### src/rtl/g05_pkg.sv
// Shared types and defaults for the Guia 05 equivalence sweeper.
package g05_pkg;

  typedef enum logic [1:0] {
    ST_IDLE   = 2'd0,
    ST_SETTLE = 2'd1,
    ST_SAMPLE = 2'd2,
    ST_DONE   = 2'd3
  } state_e;

  localparam int unsigned G05_N_IN_DEF   = 2;
  localparam int unsigned G05_SETTLE_DEF = 1;

  // All-ones vector of width n (n <= 8), zero-extended to 8 bits.
  function automatic logic [7:0] vec_last(input int unsigned n);
    logic [8:0] one_hot;
    one_hot  = 9'd1 << n;
    vec_last = 8'(one_hot - 9'd1);
  endfunction

endpackage

### src/rtl/g05_vec_counter.sv
// Stimulus vector counter: clear to zero, step by one, flag the last vector.
module g05_vec_counter
  import g05_pkg::*;
#(
  parameter int unsigned N_IN = G05_N_IN_DEF
) (
  input  logic            clk,
  input  logic            rst,
  input  logic            clr,
  input  logic            inc,
  output logic [N_IN-1:0] count,
  output logic            is_last
);

  localparam logic [7:0] LAST8 = vec_last(N_IN);

  always_ff @(posedge clk or posedge rst) begin
    if (rst) begin
      count <= '0;
    end else if (clr) begin
      count <= '0;
    end else if (inc) begin
      count <= count + 1'b1;
    end
  end

  assign is_last = (count == LAST8[N_IN-1:0]);

endmodule

### src/rtl/g05_equiv_sweeper.sv
// Sweeps every input vector through a reference and a gate-level unit and
// records mismatch count, first failing vector and an overall pass flag.
module g05_equiv_sweeper
  import g05_pkg::*;
#(
  parameter int unsigned N_IN   = G05_N_IN_DEF,
  parameter int unsigned SETTLE = G05_SETTLE_DEF
) (
  input  logic            clk,
  input  logic            reset,
  input  logic            start,
  input  logic            abort,
  input  logic            ref_out,
  input  logic            dut_out,
  output logic [N_IN-1:0] vec,
  output logic            busy,
  output logic            done,
  output logic            pass,
  output logic [N_IN:0]   err_cnt,
  output logic [N_IN-1:0] first_err_vec,
  output logic            first_err_valid
);

  localparam logic [3:0] SETTLE_LD = 4'(SETTLE);

  state_e     state;
  logic [3:0] settle_cnt;
  logic       vec_clr;
  logic       vec_inc;
  logic       vec_is_last;

  // Counter steps are decoded from the same conditions the FSM uses below.
  always_comb begin
    vec_clr = (state == ST_IDLE) && start;
    vec_inc = (state == ST_SAMPLE) && !abort && !vec_is_last;
  end

  g05_vec_counter #(
    .N_IN(N_IN)
  ) u_vec_counter (
    .clk    (clk),
    .rst    (reset),
    .clr    (vec_clr),
    .inc    (vec_inc),
    .count  (vec),
    .is_last(vec_is_last)
  );

  assign done = (state == ST_DONE);

  always_ff @(posedge clk or posedge reset) begin
    if (reset) begin
      state           <= ST_IDLE;
      settle_cnt      <= '0;
      busy            <= 1'b0;
      pass            <= 1'b0;
      err_cnt         <= '0;
      first_err_vec   <= '0;
      first_err_valid <= 1'b0;
    end else begin
      case (state)
        ST_IDLE: begin
          if (start) begin
            err_cnt         <= '0;
            first_err_vec   <= '0;
            first_err_valid <= 1'b0;
            pass            <= 1'b0;
            busy            <= 1'b1;
            settle_cnt      <= SETTLE_LD;
            state           <= (SETTLE == 0) ? ST_SAMPLE : ST_SETTLE;
          end
        end
        ST_SETTLE: begin
          if (abort) begin
            busy  <= 1'b0;
            state <= ST_IDLE;
          end else begin
            settle_cnt <= settle_cnt - 4'd1;
            if (settle_cnt <= 4'd1) begin
              state <= ST_SAMPLE;
            end
          end
        end
        ST_SAMPLE: begin
          // abort wins over the compare: the aborted sample is never counted
          if (abort) begin
            busy  <= 1'b0;
            state <= ST_IDLE;
          end else begin
            if (ref_out != dut_out) begin
              err_cnt <= err_cnt + 1'b1;
              if (!first_err_valid) begin
                first_err_vec   <= vec;
                first_err_valid <= 1'b1;
              end
            end
            if (vec_is_last) begin
              state <= ST_DONE;
            end else begin
              settle_cnt <= SETTLE_LD;
              state      <= (SETTLE == 0) ? ST_SAMPLE : ST_SETTLE;
            end
          end
        end
        ST_DONE: begin
          pass  <= (err_cnt == '0);
          busy  <= 1'b0;
          state <= ST_IDLE;
        end
        default: begin
          busy  <= 1'b0;
          state <= ST_IDLE;
        end
      endcase
    end
  end

endmodule

### config.mk
export PLATFORM = sky130hd
export DESIGN_NAME = g05_equiv_sweeper
export DESIGN_NICKNAME = d
export VERILOG_FILES = /design/src/rtl/g05_pkg.sv /design/src/rtl/g05_vec_counter.sv /design/src/rtl/g05_equiv_sweeper.sv
export SDC_FILE = /design/constraint.sdc
export NUM_CORES = 1
export LEC_CHECK = 0
export BUFFER_PORTS_ARGS = -buffer_cell sky130_fd_sc_hd__buf_2
export CAP_MARGIN = 0
export CELL_PAD_IN_SITES_DETAIL_PLACEMENT = 1
export CELL_PAD_IN_SITES_GLOBAL_PLACEMENT = 1
export CORE_MARGIN = 3
export CORE_UTILIZATION = 38
export DETAILED_ROUTE_END_ITERATION = 10
export GPL_ROUTABILITY_DRIVEN = 0
export PLACE_DENSITY = 0.85
export SLEW_MARGIN = 20
export SYNTH_ARGS = -nofsm -noshare
export SYNTH_HDL_FRONTEND = slang
export SYNTH_HIERARCHICAL = 1
export SYNTH_SLANG_ARGS = --single-unit
### constraint.sdc
create_clock -name clk -period 1.55 [get_ports clk]
set_input_delay 0.3875 -clock clk [delete_from_list [all_inputs] [get_ports clk]]
set_output_delay 0.3875 -clock clk [all_outputs]
set_load 0.005 [all_outputs]
==> reports/metrics.csv, run 1 <==
stage,metric,value,unit
run_status,status,"finished, violations left",
run_status,failing checks,negative setup slack,
grt,total grt overflow,0,
clock_network,worst skew pair latency,0.31,ns
synth,post-synthesis mux area share,4.32,%
cells_and_area,layout cells sized above 1,51.1,%
pwr,Leak,0.768,nW
sta,Tcrit/Tclk final,111,%
clock_network,Bufs on Longest Clock Path,2,
sta,"Hold Vio Cnt, Final",0,
sta,unrepaired setup endpoints after global routing,yes,
cells_and_area,FF+latch area,402,um2
die,Die H,56.9,um
routing,Detailed Routing Iterations Pass 1,4,
routing,Final ANT Viol Nets,0,
routing,DRC,0,
clock_network,Worst-path clk slew,0.11,ns
die,DIE AREA,3240,um2
die,Initial Utilization,42.1,%
setup_path,endpoint class of the critical path,flop,
grt,Tot GR Track Use,21.9,%
synth,Compound-Gate Fraction of Synth Area,20.7,%
place,placed insts,149,
synth,syn nets,110,
cells_and_area,Final #Nets,157,
routing,DR vias/cell,5.58,
sta,Slew Limit Fails,0,
synth,Syn. warnings,6,
clock_network,CTS sink cnt,16,
setup_path,Crit path arrival time,1.93,ns
die,DIE WIDTH,56.9,um
setup_path,CP max FO,6,
clock_network,CTS H-tree depth,1,
routing,drt initial violations,20,
die,row count,17,
routing,Vias,943,
place,pre-CTS setup slack,-0.114,ns
synth,Post-synth EDFFs,0,
hold_path,Tightest Hold Check Type,in -> reg,
sta,final setup fails,10,
synth,fraction of registers with async set/reset,100,%
sta,skew final,0.00494,ns
clock_network,Num CTS Buffers,3,
cells_and_area,area grow syn2layout,48.4,%
synth,Post-synth top flop,dfrtp_1,
grt,largest net degree at the start of global routing,15,
cells_and_area,Multi-input gate area,627,um2
synth,Post-Syn Area,985,um2
synth,post-synth cell types,37,
sta,max frequency,580,MHz
sta,"Worst Setup Slack, final",-0.173,ns
synth,#FFs+latches synth,16,
synth,Mapped Avg Cell Area,10.4,um2
cells_and_area,fill count,253,
pwr,P per Cell Area,1840,nW/um2
job,max-cap violation count,0,
sta,Setup TNS,-1.28,ns
setup_path,CP startpoint kind,flop,
cells_and_area,diodes inserted,0,
place,Post-DP HPWL,2100,um
grt,vias in the first global route,1026,
cells_and_area,Finished Core Util,62.5,%
sta,fin crit period,1.72,ns
clock_network,Root Driver,clkbuf_4,
routing,Detailed Route WL,3850,um
synth,sequential fraction of the synthesis area,40.7,%
sta,Hold Worst Slack,0.422,ns
die,core area,2340,um2
synth,simple-gate share of the synthesized area,16.0,%
pwr,Peak VDD IR,0.00140,V
setup_path,Critical Setup Path Class,reg -> reg,
grt,initial antenna violation count,0,
routing,routed len/inst,22.8,um
clock_network,CTS tree,built,
synth,Post-Synth Adder-Cell Area,11.4,%
cells_and_area,final std cells w/o fill,169,
setup_path,critical path data required time,1.75,ns
die,I/O pin count,17,
synth,Post-Synthesis Cells,95,
grt,first-pass GRT wire length,5330,um
place,IO Port Bufs,16,
synth,xor-xnor portion of the synthesized cell area,1.78,%
synth,largest family of logic cells by synthesized area,compound AO/OA/AOI/OAI gates,
sta,Slew HR,59.2,%
sta,Least-Margin Pin Slew,0.611,ns
-- cell usage after synthesis, types with 2 or more instances --
cell type  instances  share of area [%]
o21ai_0            4                2.0
and3_1             2                1.3
mux2i_1            2                2.0
nand2_1            3                1.1
nor2b_1            2                1.3
dfrtp_1           16                 41
a21oi_1            4                2.0
inv_1             11                4.2
nor2_1             7                2.7
o21ai_1            2                1.0
xnor2_1            2                1.8
ha_1               9                 11
mux2_2             2                2.3
a211o_1            2                1.8
a21boi_0           2                1.5
nand3_1            3                1.5
and4_1             2                1.8
-- flip-flops by register name (all words and copies together) (netlist names) --
name / flops
settle_cnt: 4
err_cnt: 3
first_err_vec: 2
state: 2
u_vec_counter/count: 2
busy: 1
first_err_valid: 1
pass: 1
-- timing repair --
action	in CTS	in global routing
setup endpoints to repair	11	13
endpoints found under the hold margin	2	0
gates resized for setup	12	11
pin swaps	5	6
hold buffers	1	0
buffers inserted	5	10
-- final timing paths --
path                                              startpoint                                 end  slack (ns)  cells after the start
min in group asynchronous                              reset  u_vec_counter/count[0]$_DFFE_PP0P_        0.46                      3
worst min-delay path                                   start                    busy$_DFFE_PP0P_        0.42                      3
worst min register to register  first_err_vec[1]$_DFFE_PP0P_        first_err_vec[1]$_DFFE_PP0P_        0.54                      1
worst max register to register          state[0]$_DFFE_PP0P_        first_err_vec[0]$_DFFE_PP0P_       -0.17                      7
max in group asynchronous                              reset                state[1]$_DFFE_PP0P_        0.44                      3
worst max-delay path                    state[0]$_DFFE_PP0P_        first_err_vec[0]$_DFFE_PP0P_       -0.17                      7
-- metrics by stage --
stage | power (mW) | cell area [um2]
6_report | 2.68 | 1460
5_1_grt | 2.82 | 1460
4_1_cts | 2.28 | 1320
3_5_place_dp | 1.80 | 1200
3_3_place_gp | 1.70 | 1200
2_1_floorplan | 1.35 | 1010
-- where the power goes --
part | switching [mW] | internal [mW]
sequential | 0.132 | 0.545
clock | 0.163 | 0.144
combinational | 0.852 | 0.847
-- placed cells by master (no fill, tap or decap), drive strengths merged, types with 2 or more instances in the layout --
master / n
buf: 43
dfrtp: 16
inv: 11
ha: 9
nor2: 8
o21ai: 6
a21oi: 4
clkbuf: 4
nand3: 3
nand2: 3
a211o: 3
nor2b: 3
a21boi: 2
xnor2: 2
mux2: 2
mux2i: 2
and3: 2
and4: 2
nor3: 2
a22o: 2
-- metal layers --
layer,vias up,global-route usage [%],part of all wire (%)
met5,-,0,0
met3,13,4.60,4.0
met2,23,39.2,51
met1,480,24.9,42
met4,0,9.27,3.3
li1,427,-,-
-- cell families (layout without fill, tap and decap cells) --
kind of cell    Yosys count  after routing
compound gates           26             26
xor+xnor                  2              2
fa+ha+maj                 9              9
mux                       4              4
flops                    16             16
simple gates             25             25
buf+inv                  13             59
-- layout make-up --
class                   count  share of cell area, %
clock buffers               4                   2.48
inverters                  11                   2.83
multi-input cells          66                   42.9
flip-flops and latches     16                   27.5
well taps                  28                   2.40
repair buffers             44                   21.9
-- worst max-delay path, stage by stage (launching register included) --
cell and delay, ns:
dfrtp_1 0.43, inv_2 0.13, ha_4 0.21, nand2b_4 0.08
nor3_4 0.30, buf_6 0.16, nor2_4 0.04, a211o_1 0.26
Power figures use the tool's default switching activity.
==> inputs of run 2 (changes only) <==
- CORE_UTILIZATION: 38 -> 30
- PLACE_DENSITY: 0.85 -> 0.72
==> run 2 against run 1 <==
- the run still ends with negative setup slack left
- critical path type unchanged
- die area up 24%
- clock power down 6.5%
- non-clock buffer count down 1
- via count down 6.9%
- worst setup slack better by 0.14 ns
- clock skew down 0.00085 ns
- flip-flop and latch count unchanged
- global-route usage down 7.4 points
- largest power group unchanged
- sequential power down 2%
- first-iteration DRC count down 40%
- sequential share of layout area down 0.39 points
- highest routed layer unchanged
==> reports/metrics.csv, run 2 (synthesized netlist as in run 1, its figures left out) <==
stage,metric,value,unit,change
place,Post-DP HPWL,1970,um,-6.0%
sta,Setup TNS,-0.188,ns,+1.09 ns
sta,Slew Limit Fails,0,,unchanged
clock_network,worst skew pair latency,0.29,ns,-0.02 ns
run_status,failing checks,negative setup slack,,
place,Post-DP Area,1240,um2,+3.5%
setup_path,Worst R2R End,first_err_vec[0]$_DFFE_PP0P_,,
cells_and_area,number of flip-flops in the largest register,4,,unchanged
die,DIE WIDTH,63.3,um,+11%
sta,max frequency,631,MHz,+8.7%
grt,largest net degree at the start of global routing,15,,unchanged
routing,DRC,0,,unchanged
setup_path,worst setup path endpoint,first_err_vec[0]$_DFFE_PP0P_,,
pwr,Leak,0.760,nW,-1.1%
cells_and_area,area grow syn2layout,50.1,%,
sta,"Worst Setup Slack, final",-0.0349,ns,+0.139 ns
sta,Tcrit/Tclk final,102,%,-8.9 points
clock_network,CTS sink cnt,16,,unchanged
cells_and_area,Top reg by flops,settle_cnt,,
routing,Vias,878,,-6.9%
pwr,P per Cell Area,1710,nW/um2,-7.1%
die,row count,20,,+3
routing,drt initial violations,12,,-40%
cells_and_area,most frequent cells in the layout,"buf_4 (21), dfrtp_1 (16), buf_2 (15)",,
cells_and_area,Finished Core Util,47.6,%,-15 points
sta,Least-Margin Pin Slew,0.580,ns,-0.0315 ns
cells_and_area,Final #Nets,156,,-0.64%
setup_path,CP max FO,5,,-1
setup_path,register-to-register setup slack,-0.03,ns,+0.14 ns
pwr,Peak VDD IR,0.000599,V,-57%
setup_path,Critical Setup Path Class,reg -> reg,,
grt,initial antenna violation count,0,,unchanged
clock_network,CTS tree,built,,
grt,Tot GR Track Use,14.5,%,-7.4 points
routing,routed len/inst,14.7,um,-36%
sta,skew final,0.00409,ns,-0.000849 ns
grt,total grt overflow,0,,unchanged
cells_and_area,layout cells sized above 1,51.4,%,+0.36 points
hold_path,Tightest Hold Check Type,in -> reg,,
die,core area,3100,um2,+33%
routing,Detailed Routing Iterations Pass 1,3,,-1
cells_and_area,design area,1480,um2,+1.1%
cells_and_area,"commonest non-fill, non-tap cell in the layout",buf_4,,
job,max-cap violation count,0,,unchanged
die,Die H,63.3,um,+11%
sta,final setup fails,10,,unchanged
routing,Detailed Route WL,2700,um,-30%
sta,"Hold Vio Cnt, Final",0,,unchanged
run_status,status,"finished, violations left",,
sta,Slew HR,61.3,%,+2.1 points
cells_and_area,final std cells w/o fill,184,,+8.9%
place,pre-CTS setup slack,-0.0844,ns,+0.0293 ns
cells_and_area,diodes inserted,0,,unchanged
grt,first-pass GRT wire length,4660,um,-13%
setup_path,R2R depth,6,,-1
clock_network,Bufs on Longest Clock Path,2,,unchanged
grt,vias in the first global route,1002,,-2.3%
setup_path,CP startpoint kind,flop,,
sta,Hold Worst Slack,0.403,ns,-0.0189 ns
die,DIE AREA,4010,um2,+24%
clock_network,Root Driver,clkbuf_4,,
setup_path,Crit path arrival time,1.77,ns,-0.16 ns
die,Initial Utilization,31.7,%,-10 points
setup_path,reg2reg start,state[0]$_DFFE_PP0P_,,
place,placed insts,168,,+13%
place,IO Port Bufs,16,,unchanged
setup_path,critical path data required time,1.74,ns,about the same
clock_network,Worst-path clk slew,0.10,ns,about the same
die,I/O pin count,17,,unchanged
clock_network,Num CTS Buffers,3,,unchanged
routing,DR vias/cell,4.77,,-14%
cells_and_area,Top Registers,"settle_cnt (4), err_cnt (3)",,
pwr,Final Total Pwr,2.52,mW,-6.0%
sta,fin crit period,1.58,ns,-0.139 ns
sta,unrepaired setup endpoints after global routing,yes,,
setup_path,endpoint class of the critical path,flop,,
routing,Final ANT Viol Nets,0,,unchanged
clock_network,CTS H-tree depth,1,,unchanged
setup_path,crit path launch,state[0]$_DFFE_PP0P_,,
==> run 2: cell types whose count changed in the layout (fill, tap and decap cells not counted), sizes merged <==
cell,delta
buf,-1
==> run 2: power breakdown <==
group	internal, mW	switching [mW]
logic	0.856	0.716
registers	0.542	0.121
clock network	0.143	0.144
==> run 2: area by class of cell <==
type,instances,area (um2)
Multi-Input combinational cell,66,634
Inverter,11,41.3
Sequential cell,16,400
Fill cell,354,1630
Clock buffer,4,36.3
Tap cell,44,55.1
Timing Repair Buffer,43,310
==> run 2: worst min path at each step <==
| stage | startpoint | end | slack, ns | cells past startpoint |
|---|---|---|---|---|
| final | abort | state[1]$_DFFE_PP0P_ | 0.40 | 2 |
| after global routing | abort | state[1]$_DFFE_PP0P_ | 0.40 | 2 |
| after detailed placement | reset | u_vec_counter/count[1]$_DFFE_PP0P_ | 0.26 | 2 |
| after CTS | abort | state[1]$_DFFE_PP0P_ | 0.39 | 2 |
| after floorplan | reset | u_vec_counter/count[0]$_DFFE_PP0P_ | 0.13 | 1 |
| after global placement | reset | u_vec_counter/count[0]$_DFFE_PP0P_ | 0.25 | 2 |
==> run 2: worst max-delay path, stage by stage, from the launching register on <==
cell and delay [ns]:
dfrtp_1 0.42, inv_2 0.09, ha_4 0.17, nor2b_4 0.15
nor3_4 0.31, nor2_4 0.07, a211o_1 0.26
==> run 2: what timing repair did <==
action,4_1_cts,5_1_grt
pin swaps,6,6
endpoints found under the hold margin,2,0
buffers inserted,8,3
gates resized for setup,11,16
setup endpoints to repair,12,13
hold buffers,1,0
==> run 2: metal layers <==
| metal | GRT usage (%) | part of all wire (%) | up-vias |
|---|---|---|---|
| li1 | - | - | 427 |
| met1 | 17.4 | 42 | 434 |
| met2 | 26.6 | 54 | 14 |
| met3 | 2.14 | 2.9 | 3 |
| met4 | 4.04 | 0.81 | 0 |
| met5 | 0 | 0 | - |
